[src/rtl/pipeline_ctrl_pkg.sv]
// Shared types and constants for the pipeline stall/flush sequencer.
package pipeline_ctrl_pkg;

  // Sequencer states: normal flow, multi-cycle EX op in progress, post-flush bubble cycle.
  typedef enum logic [1:0] {
    ST_IDLE  = 2'b00,
    ST_MULTI = 2'b01,
    ST_FLUSH = 2'b10
  } state_e;

  // Stall vector bit order: [0]PC [1]IF/ID [2]ID/EX [3]EX/MEM [4]MEM/WB [5]reserved.
  localparam logic [5:0] STALL_NONE = 6'b000000;
  localparam logic [5:0] STALL_ID   = 6'b000111;
  localparam logic [5:0] STALL_EX   = 6'b001111;

  localparam logic [31:0] EXC_VECTOR_DEFAULT = 32'h8000_1180;

  // Merge ID/EX stall requests; an EX stall also covers everything an ID stall holds.
  function automatic logic [5:0] stall_from_req(input logic req_ex, input logic req_id);
    logic [5:0] s;
    if (req_ex) begin
      s = STALL_EX;
    end else if (req_id) begin
      s = STALL_ID;
    end else begin
      s = STALL_NONE;
    end
    return s;
  endfunction

endpackage

[src/rtl/pipeline_ctrl_multi_cycle_timer.sv]
// Countdown for multi-cycle EX operations. Loaded with MULTI_CYCLES-2 on the start
// cycle so that the zero count lands on the cycle the EX result becomes valid.
module pipeline_ctrl_multi_cycle_timer
  import pipeline_ctrl_pkg::*;
#(
  parameter int MULTI_CYCLES = 34,
  parameter int CNT_W        = 6
) (
  input  logic clk,
  input  logic rst,
  input  logic load_i,
  input  logic cancel_i,
  input  logic run_i,
  output logic done_o
);

  localparam logic [CNT_W-1:0] CNT_ZERO = {CNT_W{1'b0}};
  localparam logic [CNT_W-1:0] CNT_ONE  = CNT_W'(1);
  localparam logic [CNT_W-1:0] LOAD_VAL = CNT_W'(MULTI_CYCLES - 2);

  logic [CNT_W-1:0] cnt_q;
  logic [CNT_W-1:0] cnt_d;

  // Next count: cancel clears, load arms, otherwise count down without wrapping.
  always_comb begin
    cnt_d = cnt_q;
    if (cancel_i) begin
      cnt_d = CNT_ZERO;
    end else if (load_i) begin
      cnt_d = LOAD_VAL;
    end else if (run_i && (cnt_q != CNT_ZERO)) begin
      cnt_d = cnt_q - CNT_ONE;
    end else begin
      cnt_d = cnt_q;
    end
  end

  // Count register with synchronous reset.
  always_ff @(posedge clk) begin
    if (rst) begin
      cnt_q <= CNT_ZERO;
    end else begin
      cnt_q <= cnt_d;
    end
  end

  assign done_o = run_i && (cnt_q == CNT_ZERO);

endmodule

[src/rtl/pipeline_ctrl.sv]
// Central stall/flush sequencer for the 5-stage pipeline. Outputs are combinational
// from inputs and state so the pipeline registers react in the requesting cycle.
module pipeline_ctrl
  import pipeline_ctrl_pkg::*;
#(
  parameter int          MULTI_CYCLES = 34,
  parameter logic [31:0] EXC_VECTOR   = EXC_VECTOR_DEFAULT,
  parameter int          CNT_W        = 6
) (
  input  logic        clk,
  input  logic        rst,
  input  logic        stallreq_id,
  input  logic        stallreq_ex,
  input  logic        ex_multi_start,
  input  logic        ex_multi_cancel,
  input  logic        exc_valid,
  input  logic        exc_is_eret,
  input  logic [31:0] epc_i,
  output logic [5:0]  stall,
  output logic        flush,
  output logic [31:0] new_pc,
  output logic        multi_busy,
  output logic        multi_done
);

  state_e state_q;
  state_e state_d;
  logic   tmr_load_s;
  logic   tmr_cancel_s;
  logic   tmr_run_s;
  logic   tmr_done_s;

  assign tmr_run_s = (state_q == ST_MULTI);

  pipeline_ctrl_multi_cycle_timer #(
    .MULTI_CYCLES (MULTI_CYCLES),
    .CNT_W        (CNT_W)
  ) u_timer (
    .clk      (clk),
    .rst      (rst),
    .load_i   (tmr_load_s),
    .cancel_i (tmr_cancel_s),
    .run_i    (tmr_run_s),
    .done_o   (tmr_done_s)
  );

  // Next state and outputs: reset forces zeros, exceptions override everything else.
  always_comb begin
    state_d      = state_q;
    stall        = STALL_NONE;
    flush        = 1'b0;
    new_pc       = 32'h0000_0000;
    multi_busy   = 1'b0;
    multi_done   = 1'b0;
    tmr_load_s   = 1'b0;
    tmr_cancel_s = 1'b0;
    if (rst) begin
      state_d = ST_IDLE;
    end else if (exc_valid) begin
      // Exception/ERET aborts any multi-cycle op and flushes without stalling.
      flush        = 1'b1;
      new_pc       = exc_is_eret ? epc_i : EXC_VECTOR;
      tmr_cancel_s = 1'b1;
      state_d      = ST_FLUSH;
    end else begin
      case (state_q)
        ST_IDLE: begin
          if (ex_multi_start) begin
            stall      = STALL_EX;
            multi_busy = 1'b1;
            tmr_load_s = 1'b1;
            state_d    = ST_MULTI;
          end else begin
            stall = stall_from_req(stallreq_ex, stallreq_id);
          end
        end
        ST_MULTI: begin
          if (ex_multi_cancel) begin
            stall        = stall_from_req(stallreq_ex, stallreq_id);
            tmr_cancel_s = 1'b1;
            state_d      = ST_IDLE;
          end else if (tmr_done_s) begin
            // Result ready: release EX so it can write EX/MEM; only an ID hazard still holds.
            multi_done = 1'b1;
            multi_busy = 1'b1;
            stall      = stallreq_id ? STALL_ID : STALL_NONE;
            state_d    = ST_IDLE;
          end else begin
            stall      = STALL_EX;
            multi_busy = 1'b1;
          end
        end
        ST_FLUSH: begin
          // EX holds a bubble after a flush, so a start request here is dropped.
          stall   = stall_from_req(stallreq_ex, stallreq_id);
          state_d = ST_IDLE;
        end
        default: begin
          state_d = ST_IDLE;
        end
      endcase
    end
  end

  // State register with synchronous reset.
  always_ff @(posedge clk) begin
    if (rst) begin
      state_q <= ST_IDLE;
    end else begin
      state_q <= state_d;
    end
  end

endmodule
[config.mk]
export PLATFORM = sky130hd
export DESIGN_NAME = pipeline_ctrl
export DESIGN_NICKNAME = d
export VERILOG_FILES = /design/src/rtl/pipeline_ctrl_pkg.sv /design/src/rtl/pipeline_ctrl_multi_cycle_timer.sv /design/src/rtl/pipeline_ctrl.sv
export SDC_FILE = /design/constraint.sdc
export NUM_CORES = 1
export LEC_CHECK = 0
export BUFFER_PORTS_ARGS = -buffer_cell sky130_fd_sc_hd__buf_2
export CORE_UTILIZATION = 35
export DETAILED_ROUTE_END_ITERATION = 16
export PLACE_DENSITY_LB_ADDON = 0.15
export SETUP_SLACK_MARGIN = 0.2
export SLEW_MARGIN = 0
export SYNTH_ARGS = -nofsm -noshare
export SYNTH_HDL_FRONTEND = slang
export SYNTH_SLANG_ARGS = --single-unit
[constraint.sdc]
create_clock -name clk -period 2.8 [get_ports clk]
set_clock_uncertainty 0.2 [all_clocks]
set_input_delay 0.56 -clock clk [delete_from_list [all_inputs] [get_ports clk]]
set_output_delay 0.56 -clock clk [all_outputs]
set_load 0.02 [all_outputs]
==> flow_metrics.tcl, run 1 <==
set metrics [dict create \
    outcome "complete, no violations" \
    wl_per_cell_um 12.9 \
    rows 17 \
    synth-main-ff-cell "dfxtp_1" \
    cp.arrival_ns 1.74 \
    netlist_instances 113 \
    drcViolationCount 0 \
    hold_path_class "reg -> reg" \
    period_needed_ns 2.50 \
    startpoint_type "flip-flop" \
    ys_warn_count 0 \
    ys_seq_elements 8 \
    synth_edf_count 0 \
    viasPerCell 5.23 \
    core-area_mm2 0.00219 \
    ctsHtreeMaxLevel 1 \
    dieArea_mm2 0.00251 \
    grtUsageTotal_pct 20.8 \
    setup-tns-final_ns 0 \
    hold_buffers 0 \
    yosys.area_share.xor_xnor_pct 0 \
    holdCritStartpoint "u_timer.cnt_q[0]" \
    fillCellCount 225 \
    fin_nets 228 \
    hold_viol 0 \
    dr.pass1.iters 6 \
    cts_buffers 3 \
    r2r-start "state_q[0]" \
    clkTransAtPathRegs_ns 0.05 \
    grt_pass1_wl_um 3970 \
    rsz0062_at_grt "true" \
    wl_um 2750 \
    clockRootBuffer "clkbuf_4" \
    drive_gt1_share_pct 48.9 \
    synth_top_family_by_area "simple AND/OR/NAND/NOR gates" \
    drt-initial-drc-count 41 \
    crit_type "reg -> out" \
    pin_count 81 \
    synth.area.top_cells "and3_1 22%, dfxtp_1 20%, a21oi_1 5.6%, inv_1 4.2%, mux2i_1 3.7%" \
    place_inst 208 \
    grt_overflow 0 \
    routabilityCongestion 0.835 \
    cp_max_fo 6 \
    yosys.area.top_type_share_pct 21.6 \
    yosysMostFrequentCell "and3_1" \
    syn-mean-instance-area_um2 7.18 \
    p_leak_nw 0.788 \
    slew_viol_final 0 \
    antenna_found_initial 0 \
    peakVddDrop_v 0.000162 \
    synth-compound-area-share_pct 22.1 \
    setup_violations 0 \
    clock_path_buffers 2 \
    place_area_mm2 0.00118 \
    muxShareOfSynthArea_pct 3.70 \
    whs_ns 0.326 \
    synth.distinct_cells 35 \
    synth_top_area_cell "and3_1" \
    syn_area_um2 811 \
    synth_seq_area_share_pct 19.8 \
    ant_nets 0 \
    fmax_mhz 400 \
    grt_max_degree 33 \
    total_power_w 0.000333 \
    final_area_mm2 0.00124 \
    synthAdderAreaFrac_pct 3.09 \
    cp-end-kind "output pin" \
    yosys.area_share.simple_pct 38.0 \
    timing.final.crit_share_pct 89.4 \
    vias 1109 \
    ys_async_sr_fraction_pct 0 \
    clkSinkCount 8 \
    cts_tree "built" \
    cap_violations 0 \
    die_h_um 50.1 \
    power.density_mw_per_mm2 269 \
    yosys-top-cells-count "28 x and3_1, 9 x a21oi_1, 9 x inv_1" \
    initial_core_util_pct 37.0 \
    port_buffers 78 \
    fin_cells 212 \
    cp-startpoint "u_timer.cnt_q[0]" \
    dp_hpwl_um 2090 \
    grt_pass1_vias 954 \
    required_ns 2.04 \
    clk_latency_ns 0.26 \
    area_delta_synth_final_pct 52.5 \
    die_w_um 50.1 \
    diodes 0 \
]
repair_timing:
action                     in CTS  in global routing
hold endpoints to repair        0                  0
pin swaps                       2                  0
cloned                          0                  1
setup endpoints to repair       3                 31
setup buffers                   0                  0
gates resized for setup         5                  3
critical path: stages, from the launching register on:
cell and delay [ns]:
dfxtp_2 0.34, inv_1 0.07, ha_1 0.22, nor2b_2 0.19
a311o_1 0.32, a31oi_4 0.17, buf_4 0.17
per-stage QoR:
| stage | setup WS, ns | utilization (%) |
|---|---|---|
| 6_report | 0.297 | 56.4 |
| 5_1_grt | 0.212 | 56.4 |
| 4_1_cts | 0.250 | 55.5 |
| 3_5_place_dp | 0.263 | 54.0 |
| 3_3_place_gp | 0.310 | 54.0 |
| 2_1_floorplan | 0.266 | - |
worst paths after layout:
kind                      endpoint  slack [ns]  depth (start not counted)
setup / recovery          stall[2]        0.30                          6
hold / removal    u_timer.cnt_q[0]        0.33                          2
setup reg to reg  u_timer.cnt_q[5]        0.92                          3
hold reg to reg   u_timer.cnt_q[0]        0.33                          2
kinds of logic after synthesis:
logic type | Yosys count
fa+ha+maj | 2
flops | 8
buf+inv | 22
simple gates | 50
mux | 3
compound gates | 27
other cells | 1
cell type report:
| cell class | instances | area, um2 | share of cell area, % |
|---|---|---|---|
| clock buffer | 3 | 22.5 | 1.82 |
| inverter | 9 | 37.5 | 3.04 |
| multi-input combinational | 84 | 567 | 45.9 |
| sequential | 8 | 161 | 13.1 |
| tap | 28 | 35.0 | 2.83 |
| timing repair buffer | 79 | 405 | 32.8 |
| timing repair inverter | 1 | 7.51 | 0.607 |
cell usage in the layout (no fill, tap or decap), drive strengths merged, types with 2 or more instances in the layout:
cell      count
o211ai        2
nor2b         3
nor2          2
ha            2
a21oi         9
and3         28
a211o         2
a31oi         2
dfxtp         8
nand2b        2
inv           8
conb          2
o21ai         4
clkinvlp      2
buf          79
mux2i         3
nand2         5
or3           2
clkbuf        3
layer usage:
metal	wire length, um	track usage (%)	part of all wire, %
met4	35	8.10	1.3
met3	168	4.55	6.1
met2	1510	42.0	55
met1	1030	19.6	37
met5	0	0	0
flip-flops by register name (all words and copies together) (netlist names):
name	flops
u_timer.cnt_q	6
state_q	2
power by group:
| group | switching [W] | internal [W] | leakage (nW) |
|---|---|---|---|
| clock network | 0.0000404 | 0.0000491 | 0.0138 |
| logic | 0.0000715 | 0.0000514 | 0.708 |
| registers | 0.00000414 | 0.000116 | 0.0655 |
Power figures use the tool's default switching activity.
==> inputs of run 2 (changes only) <==
PLACE_DENSITY = 0.81   (was unset)
PLACE_DENSITY_LB_ADDON = unset   (was 0.15)
==> flow_metrics.tcl, run 2 (same netlist as run 1, synthesis figures left out) <==
set metrics [dict create \
    outcome "complete, no violations" \
    pwr-share-seq_pct 35.9 \
    final_cell_mix "75 x buf_2, 28 x and3_1, 9 x a21oi_1, 7 x inv_1" \
    grtUsageTotal_pct 19.1 \
    holdCritStartpoint "u_timer.cnt_q[1]" \
    clockRootBuffer "clkbuf_4" \
    timing.final.crit_share_pct 90.0 \
    hold_buffers 0 \
    rsz0062_at_grt "false" \
    cts_tree "built" \
    pwr-share-clk_pct 27.7 \
    crit_type "reg -> out" \
    fmax_mhz 397 \
    grt_pass1_vias 929 \
    cp-end-kind "output pin" \
    port_buffers 78 \
    largest_register_ffs 6 \
    crit_path_top_delay_cell "a311o_1" \
    dp_hpwl_um 2000 \
    startpoint_type "flip-flop" \
    holdPathStages 2 \
    cp.arrival_ns 1.76 \
    internal_power_w 0.000219 \
    initial_core_util_pct 37.0 \
    dieArea_mm2 0.00251 \
    combinationalPowerShare_pct 36.4 \
    routabilityCongestion 0.802 \
    cts_buffers 3 \
    rows 17 \
    hold_viol 0 \
    fin_nets 229 \
    cap_violations 0 \
    drcViolationCount 0 \
    setup-tns-final_ns 0 \
    r2r-start "state_q[0]" \
    viasPerCell 5.09 \
    drive_gt1_share_pct 50.8 \
    period_needed_ns 2.52 \
    final_common_cell "buf_2" \
    clkSinkCount 8 \
    drt-initial-drc-count 30 \
    ctsHtreeMaxLevel 1 \
    peakVddDrop_v 0.000201 \
    dr.pass1.iters 4 \
    top_regs "u_timer.cnt_q x6, state_q x2" \
    required_ns 2.04 \
    core-area_mm2 0.00219 \
    maxSlewHeadroom_pct 62.0 \
    area_delta_synth_final_pct 52.9 \
    path_cells "inv_2 -> ha_2 -> nor2b_4 -> a311o_1 -> a31oi_2 -> buf_4" \
    pin_count 81 \
    hold_path_class "reg -> reg" \
    setup_violations 0 \
    r2r_end "u_timer.cnt_q[5]" \
    clkTransAtPathRegs_ns 0.06 \
    antenna_found_initial 0 \
    grt_max_degree 33 \
    ff2ff_path_depth 3 \
    rrSetupSlack_ns 0.92 \
    grt_overflow 0 \
    p_sw_w 0.000116 \
    die_w_um 50.1 \
    worstHoldEndpoint "u_timer.cnt_q[1]" \
    slew_viol_final 0 \
    postLayoutCoreUtil_pct 56.6 \
    cp_max_fo 4 \
    diodes 0 \
    p_leak_nw 0.814 \
    die_h_um 50.1 \
    switching_share_pct 34.7 \
    top_register "u_timer.cnt_q" \
    tightest_slew_ns 0.566 \
    wl_um 2540 \
    slowest_delay_ns 0.38 \
    ant_nets 0 \
    clk_latency_ns 0.26 \
    vias 1085 \
    clock_path_buffers 2 \
    wl_per_cell_um 11.9 \
    grt_pass1_wl_um 3750 \
    power.density_mw_per_mm2 270 \
]
## run 2: cell types whose count changed in the layout (fill, tap and decap cells not counted), sizes merged
cell,change
inv,+1
clkinvlp,-2
buf,+2
## run 2: area by class of cell
class | instances | area (um2)
Fill cell | 196 | 951
Multi-Input combinational cell | 84 | 566
Timing Repair Buffer | 81 | 420
Sequential cell | 8 | 163
Tap cell | 28 | 35.0
Inverter | 9 | 33.8
Clock buffer | 3 | 22.5
## run 2: power groups by stage
stage | clock network, W | logic [W] | registers [W]
global route | 0.000103 | 0.000132 | 0.000121
detailed placement | 0 | 0.000118 | 0.000122
floorplan | 0 | 0.0000760 | 0.000119
CTS | 0.0000949 | 0.000120 | 0.000120
finish | 0.0000926 | 0.000122 | 0.000120
global placement | 0 | 0.000116 | 0.000122
## run 2: per-stage QoR
stage               hold slack [ns]  worst slack (ns)  instance area (um2)  total power [W]  cells
floorplan                     0.258             0.266                  821         0.000195    114
global placement              0.266             0.457                 1190         0.000238    209
detailed placement            0.279             0.398                 1190         0.000240    209
CTS                           0.294             0.205                 1220         0.000335    212
global route                  0.322             0.205                 1240         0.000356    213
finish                        0.301             0.280                 1240         0.000335    213
## run 2: worst max path at each step
| stage | to | from | depth (start not counted) | slack (ns) |
|---|---|---|---|---|
| after detailed placement | stall[1] | u_timer.cnt_q[0] | 6 | 0.40 |
| final | stall[1] | u_timer.cnt_q[0] | 6 | 0.28 |
| after global routing | stall[2] | u_timer.cnt_q[0] | 6 | 0.21 |
| after global placement | new_pc[23] | rst | 6 | 0.46 |
| after CTS | stall[1] | u_timer.cnt_q[0] | 6 | 0.21 |
| after floorplan | stall[1] | ex_multi_cancel | 5 | 0.27 |
## run 2: what timing repair did
action | in CTS | in global routing
pin swaps | 2 | 3
endpoints found under the setup margin | 3 | 4
buffers inserted | 0 | 1
resized for setup | 4 | 6
## run 2: critical path, delay by kind of cell, from the launching register on
kind	cells	cell delay, ns
fa+ha+maj	1	0.18
simple gates	1	0.14
flops	1	0.35
buf+inv	2	0.23
compound gates	2	0.60
## run 2: routing by layer
metal	vias up	wire [um]	GRT usage (%)	share of wire [%]
li1	545	-	-	-
met1	494	997	20.5	39
met2	44	1350	35.6	53
met3	2	163	3.94	6.4
met4	0	23	8.10	0.91
met5	-	0	0	0
==> inputs of run 3 (changes only) <==
CORE_UTILIZATION = 32   (was 35)
CTS_BUF_LIST = sky130_fd_sc_hd__clkbuf_16   (was unset)
PLACE_DENSITY = 0.78   (was 0.81)
clock period = 2.2 ns   (was 2.8 ns; I/O delays follow)
==> flow_metrics.tcl, run 3 (same netlist as run 1, synthesis figures left out) <==
set metrics [dict create \
    place_area_mm2 0.00125 \
    rows 17 \
    crit_path_top_delay_cell "dfxtp_2" \
    hold_path_class "reg -> reg" \
    pin_count 81 \
    grt_pass1_vias 1020 \
    dp_hpwl_um 1970 \
    grt_pass1_wl_um 4220 \
    drcViolationCount 0 \
    port_buffers 78 \
    holdPathStages 2 \
    viasPerCell 5.08 \
    peakVddDrop_v 0.000421 \
    top_regs "u_timer.cnt_q x6, state_q x2" \
    outcome "complete, but fails checks" \
    wl_um 2760 \
    violations "setup timing" \
    drt-initial-drc-count 17 \
    cts_buffers 3 \
    initial_core_util_pct 35.3 \
    final_common_cell "buf_2" \
    routabilityCongestion 0.763 \
    cp-end-kind "output pin" \
    vias 1133 \
    fin_ws_ns -0.0188 \
    ff2ff_path_depth 4 \
    final_area_mm2 0.00146 \
    area_delta_synth_final_pct 80.4 \
    slew_viol_final 0 \
    worstHoldEndpoint "u_timer.cnt_q[4]" \
    ant_nets 0 \
    rsz0062_at_grt "true" \
    setup_violations 3 \
    grt_max_degree 33 \
    fmax_mhz 451 \
    rrSetupSlack_ns 0.27 \
    dr.pass1.iters 4 \
    final_cell_mix "72 x buf_2, 18 x and3_1, 13 x buf_4, 10 x and3_2, 8 x a21oi_1" \
    slowest_delay_ns 0.33 \
    clk_latency_ns 0.23 \
    die_h_um 52.3 \
    cp.arrival_ns 1.58 \
    total_power_w 0.000634 \
    core-area_mm2 0.00230 \
    p_leak_nw 0.892 \
    ctsHtreeMaxLevel 1 \
    diodes 0 \
    antenna_found_initial 0 \
    drive_gt1_share_pct 61.5 \
    clock_path_buffers 2 \
    period_needed_ns 2.22 \
    path_cells "inv_2 -> ha_4 -> nor2b_4 -> a311o_1 -> a31oi_4 -> buf_6" \
    cts_tree "built" \
    fin_nets 239 \
    fin_cells 223 \
    place_inst 210 \
    startpoint_type "flip-flop" \
    largest_register_ffs 6 \
    timing.final.crit_share_pct 101 \
    crit_type "reg -> out" \
    cap_violations 0 \
    postLayoutCoreUtil_pct 63.7 \
    clkSinkCount 8 \
    r2r-start "state_q[1]" \
    top_register "u_timer.cnt_q" \
    dieArea_mm2 0.00274 \
    required_ns 1.56 \
    grtUsageTotal_pct 20.5 \
    grt_overflow 0 \
    wl_per_cell_um 12.4 \
    hold_viol 0 \
    clkTransAtPathRegs_ns 0.03 \
    holdCritStartpoint "u_timer.cnt_q[4]" \
    clockRootBuffer "clkbuf_16" \
    cp_max_fo 3 \
    r2r_end "u_timer.cnt_q[5]" \
    power.density_mw_per_mm2 434 \
    die_w_um 52.3 \
]
## run 3: worst max-delay path by stage
| stage | startpoint | end | cells after the start |
|---|---|---|---|
| 6_report | u_timer.cnt_q[1] | stall[2] | 6 |
| 5_1_grt | u_timer.cnt_q[0] | stall[0] | 6 |
| 4_1_cts | u_timer.cnt_q[0] | stall[2] | 6 |
| 3_5_place_dp | ex_multi_cancel | stall[2] | 5 |
| 3_3_place_gp | ex_multi_cancel | stall[0] | 5 |
| 2_1_floorplan | ex_multi_cancel | stall[1] | 5 |
## run 3: report_power, final
| part | total, W | switching [W] | internal [W] | leakage [nW] |
|---|---|---|---|---|
| registers | 0.000150 | 0.00000366 | 0.000146 | 0.0686 |
| logic | 0.000178 | 0.0000958 | 0.0000822 | 0.787 |
| clock network | 0.000306 | 0.0000720 | 0.000234 | 0.0370 |
| total | 0.000634 | 0.000171 | 0.000463 | 0.892 |
## run 3: metal layers
layer / track usage (%) / routed length (um) / vias to the layer above
li1: - / - / 570
met1: 20.2 / 1050 / 503
met2: 40.7 / 1440 / 53
met3: 4.35 / 208 / 7
met4: 7.46 / 57 / 0
met5: 0 / 0 / -
## run 3: area by class of cell
| cell class | count | area, um2 |
|---|---|---|
| multi-input combinational | 84 | 609 |
| inverter | 9 | 33.8 |
| clock buffer | 3 | 75.1 |
| tap | 28 | 35.0 |
| sequential | 8 | 175 |
| timing repair buffer | 91 | 534 |
| fill | 201 | 835 |
## run 3: timing repair
action / in CTS / in global routing
setup buffers: 8 / 2
gates resized for setup: 18 / 5
gates cloned: 0 / 0
pin swaps: 5 / 5
setup endpoints to repair: 6 / 6
hold buffers: 0 / 0
## run 3: critical path, delay by kind of cell (launching register included)
family | cells | cell delay [ns]
compound gates | 2 | 0.54
flops | 1 | 0.33
buf+inv | 2 | 0.20
fa+ha+maj | 1 | 0.15
simple gates | 1 | 0.13
## run 3: stage by stage
stage               hold WS, ns  setup slack, ns  setup TNS (ns)
floorplan                 0.258           0.0991               0
global placement          0.268            0.155               0
detailed placement        0.280            0.119               0
CTS                       0.285          -0.0185         -0.0519
global route              0.312          -0.0763          -0.235
finish                    0.285          -0.0188         -0.0540
